### config.mk
export PLATFORM = sky130hd
export DESIGN_NAME = mem_access_unit
export DESIGN_NICKNAME = d
export VERILOG_FILES = /design/src/rtl/mem_access_unit.sv
export SDC_FILE = /design/constraint.sdc
export NUM_CORES = 1
export LEC_CHECK = 0
export CORE_ASPECT_RATIO = 1.75
export CORE_UTILIZATION = 40
export DETAILED_ROUTE_END_ITERATION = 7
export PLACE_DENSITY = 0.85
export SYNTH_ARGS = -nofsm -noshare
export SYNTH_HDL_FRONTEND = slang
export SYNTH_SLANG_ARGS = --single-unit
### constraint.sdc
create_clock -name clk -period 3.8 [get_ports clk]
set_clock_uncertainty 0.05 [all_clocks]
set_input_delay 0.76 -clock clk [delete_from_list [all_inputs] [get_ports clk]]
set_output_delay 0.76 -clock clk [all_outputs]
set_load 0.02 [all_outputs]
### src/rtl/mem_access_unit.sv
// Load/store unit between the core controller and a simple req/ack memory bus.
// Handles word and byte accesses, alignment faults and ack timeouts.
module mem_access_unit #(
  parameter int unsigned TIMEOUT = 256
) (
  input  logic        clk,
  input  logic        reset,
  input  logic        mem_read,
  input  logic        mem_write,
  input  logic        byte_en,
  input  logic [31:0] addr,
  input  logic [31:0] write_data,
  output logic [31:0] read_data,
  output logic        stall,
  output logic        fault,
  output logic        bus_req,
  output logic        bus_we,
  output logic [31:0] bus_addr,
  output logic [31:0] bus_wdata,
  output logic [3:0]  bus_be,
  input  logic        bus_ack,
  input  logic [31:0] bus_rdata
);

  localparam int unsigned CNT_W = $clog2(TIMEOUT + 1);

  typedef enum logic [1:0] {IDLE, ACCESS, DONE} state_t;

  state_t           state;
  logic [CNT_W-1:0] cnt;
  logic             is_load;
  logic             byte_q;
  logic [1:0]       lane;
  logic             mem_req;
  logic             aligned;
  logic [7:0]       lane_byte;

  assign mem_req   = mem_read | mem_write;
  assign aligned   = byte_en | (addr[1:0] == 2'b00);
  assign lane_byte = 8'(bus_rdata >> {lane, 3'b000});

  // Core is held while a request waits in IDLE and for the whole bus access.
  assign stall = reset & (((state == IDLE) & mem_req) | (state == ACCESS));

  always_ff @(posedge clk) begin
    if (!reset) begin
      state     <= IDLE;
      cnt       <= '0;
      is_load   <= 1'b0;
      byte_q    <= 1'b0;
      lane      <= 2'b00;
      bus_req   <= 1'b0;
      bus_we    <= 1'b0;
      bus_addr  <= '0;
      bus_wdata <= '0;
      bus_be    <= '0;
      read_data <= '0;
      fault     <= 1'b0;
    end else begin
      fault <= 1'b0;
      case (state)
        IDLE: begin
          if (mem_req) begin
            is_load <= ~mem_write;
            byte_q  <= byte_en;
            lane    <= addr[1:0];
            if (aligned) begin
              state     <= ACCESS;
              cnt       <= '0;
              bus_req   <= 1'b1;
              bus_we    <= mem_write;
              bus_addr  <= {addr[31:2], 2'b00};
              bus_be    <= byte_en ? (4'b0001 << addr[1:0]) : 4'b1111;
              bus_wdata <= byte_en ? {4{write_data[7:0]}} : write_data;
            end else begin
              // Misaligned word: fault without touching the bus.
              state <= DONE;
              fault <= 1'b1;
              if (!mem_write) read_data <= '0;
            end
          end
        end
        ACCESS: begin
          if (bus_ack) begin
            state   <= DONE;
            bus_req <= 1'b0;
            if (is_load) read_data <= byte_q ? {24'd0, lane_byte} : bus_rdata;
          end else if (cnt == CNT_W'(TIMEOUT - 1)) begin
            state   <= DONE;
            bus_req <= 1'b0;
            fault   <= 1'b1;
            if (is_load) read_data <= '0;
          end else begin
            cnt <= cnt + CNT_W'(1);
          end
        end
        DONE:    state <= IDLE;
        default: state <= IDLE;
      endcase
    end
  end

endmodule

==> results.md <==
* Most used DFF post-synth: dfxtp_1
* Yosys warnings at 0
* GRT Util Overall at 24.31%
* R2r setup slk at 1.50 ns
* PnR Total Power at roughly 3600 uW
* Largest net degree at the start of global routing at slightly below 90
* Fin cells at around 900
* Data arrival time of the worst path at between 2 and 2.5 ns
* Post-CTS Setup Bufs at 0
* DR pass1 iterations at 7
* Hold Buf Count CTS at 0
* Worst Hold Class: flop to flop
* Root Buffer: clkbuf_16
* Final Max Tran Viols at 0
* Layout area overhead at 57.02%
* Cells after DPL at 873
* Port Buffer Count at slightly above 200
* Gate Count Post-Synth at 569
* Critical Path Sink Type: output port
* Worst path max stage delay at roughly 0.61 ns
* Relative slew margins at roughly 50%
* RSZ-0062 raised after global routing: false
* CP max stage cell: clkdlybuf4s50_1
* Total wire length at around 15 mm
* Static Leakage at 0.002751 uW
* Reg clk slew, reported paths at around 0.05 ns
* Crit Path Class: input port to output port
* Worst path required time at approximately 3 ns
* Post-synth EDFFs at 0
* Final min period at roughly 2.9 ns
* Number of global-route vias before repair at 4874
* Status: finished, violations left
* Initial Util at between 40% and 50%
* Highest-count cells in the layout ignoring fill and taps: 203 x clkdlybuf4s50_1, 116 x dfxtp_1, 113 x nand2_1
* Nets@finish at 861
* Pre-CTS WS at a little over 0.8 ns
* Util after Layout at between 60% and 70%
* Register area share after synthesis at 49.09%
* CP endpoint: stall
* Starting DRT DRC Count at 292
* Grt ovf at 0
* Netlist cell types at 46
* Antenna violations before repair at 0
* CTS tree: yes
* Ordered list of cells on the worst path: clkdlybuf4s50_1 -> nand2b_1 -> nor2_1 -> clkdlybuf4s50_1
* Peak supply drop at 0.3893 mV
* Worst skew pair latency at approximately 0.4 ns
* Die W at 84.21 um
* Setup WS post-layout at 0.8570 ns
* Fin Setup TNS at 0 ns
* Most common cell after layout, fill and taps aside: clkdlybuf4s50_1
* Synthesized flop and latch total at approximately 120
* R2R Path End: read_data[24]$_SDFFE_PN0P_
* Placer Congestion at slightly below 0.9
* Worst Setup SP: reset
* Synth async-reset ratio at 0%
* Startpoint types: input port
* # diodes at 0
* DP HPWL at roughly 11 mm
* Failing checks: DRC
* Mapped Area at about 4700 um^2
* Remaining DRCs at 25
* Post-DR vias/cell at around 5.3
* # clock sinks at between 100 and 150
* Worst-margin pin slew at ~0.75 ns
* PwrDens at 481.8 nW/um^2
* Setup violators final at 0
* Final hold viol count at 0
* First-pass GRT wire length at between 20 and 25 mm
* # fillers at around 910
* Fraction of layout cells with a size suffix above 1 at 5.990%
* Fmax at about 340 MHz
* Avg Synthesized Cell Area at 8.314 um^2
* Row count at 52
* Die area at ~12000 um^2
* IO Count at roughly 210
* Max Fanout on Critical Path at 3
* Die Span Y at around 150 um
* Max clock buf depth at 2
* Number of max-cap violations at 0
* Per-cell routed wire length at ~16 um
* Final Cycle Share at slightly below 80%
* Cts repair resizes at 0
* Detail Route Antenna Nets at 0
* Total CTS buffers at 17
* CP most frequent cell: clkdlybuf4s50_1
* H-tree depth at 4
* Vias at ~4800
* Core Region at between 10000 and 15000 um^2
* Reg2Reg Launch Point: cnt[0]$_SDFFE_PN0P_
* Cells on worst reg2reg path at 9
Yosys cell counts, types with 6 or more instances:
cell type  number  area, um^2
o22ai_1         7       43.79
inv_1          16       60.06
clkbuf_1       23       86.33
dfxtp_1       116        2322
a211oi_1       26       195.2
a311oi_1        6       52.55
mux2i_1        27       270.3
nand2_1       113       424.2
o2bb2ai_1       7       61.31
o21ai_0        35       175.2
buf_2          15       75.07
nor2_1         39       146.4
a21oi_1        55       275.3
nand3_1        31       155.2
state kept, by name, summed over array words and instances, names as in the netlist, 2 cells and up:
name / flops
bus_wdata: 32
read_data: 32
cnt: 9
state: 2
bus_addr: 30
lane: 2
bus_be: 4
worst min-delay path by stage:
stage / to / start / depth (start not counted) / slack [ns]
4_1_cts: bus_addr[15]$_SDFFE_PN0P_ / bus_addr[15]$_SDFFE_PN0P_ / 2 / 0.40
3_5_place_dp: bus_addr[15]$_SDFFE_PN0P_ / bus_addr[15]$_SDFFE_PN0P_ / 2 / 0.40
5_1_grt: bus_addr[25]$_SDFFE_PN0P_ / bus_addr[25]$_SDFFE_PN0P_ / 2 / 0.43
2_1_floorplan: cnt[8]$_SDFFE_PN0P_ / cnt[8]$_SDFFE_PN0P_ / 2 / 0.39
6_report: bus_addr[15]$_SDFFE_PN0P_ / bus_addr[15]$_SDFFE_PN0P_ / 2 / 0.40
3_3_place_gp: bus_addr[13]$_SDFFE_PN0P_ / bus_addr[13]$_SDFFE_PN0P_ / 2 / 0.39
metal layers:
| metal | wire, um | vias to the layer above | global-route usage, % |
|---|---|---|---|
| met5 | 0 | - | 0 |
| met1 | 5052 | 2206 | 22.73 |
| li1 | - | 2338 | - |
| met4 | 752 | 0 | 15.26 |
| met2 | 7718 | 201 | 45.12 |
| met3 | 1075 | 45 | 7.317 |
critical path: cells and delay by family:
family | cells | cell delay [ns]
buffers and inverters | 2 | 1.11
and+or+nand+nor | 2 | 0.26
per-stage QoR:
stage	instance area, um^2	hold slack (ns)
3_5_place_dp	6839	0.3953
3_3_place_gp	6839	0.3911
2_1_floorplan	4735	0.3921
5_1_grt	7428	0.4250
6_report	7428	0.4038
4_1_cts	7428	0.4029
layout make-up:
class,count,area [um^2],area share [%]
Clock buffer,20,456.7,6.148
Clock inverter,10,132.6,1.785
Inverter,17,63.81,0.8590
Multi-Input combinational cell,393,2172,29.24
Sequential cell,116,2322,31.26
Tap cell,135,168.9,2.274
Timing Repair Buffer,212,2112,28.43
power breakdown:
part | switching, uW | leakage, uW | internal [uW] | total, uW
logic | 335 | 0.00151 | 306 | 641
registers | 57.3 | 0.000948 | 1300 | 1360
clock network | 531 | 0.000295 | 1050 | 1580
cell families after synthesis:
kind of cell	count (synthesis)	synth area share (%)
mux	27	5.713
simple gates	209	19.04
flops	116	49.09
fa+ha+maj	2	0.5289
buf+inv	61	5.475
xor+xnor	2	0.3703
other cells	1	0.07927
compound gates	151	19.70
Power figures use the tool's default switching activity.
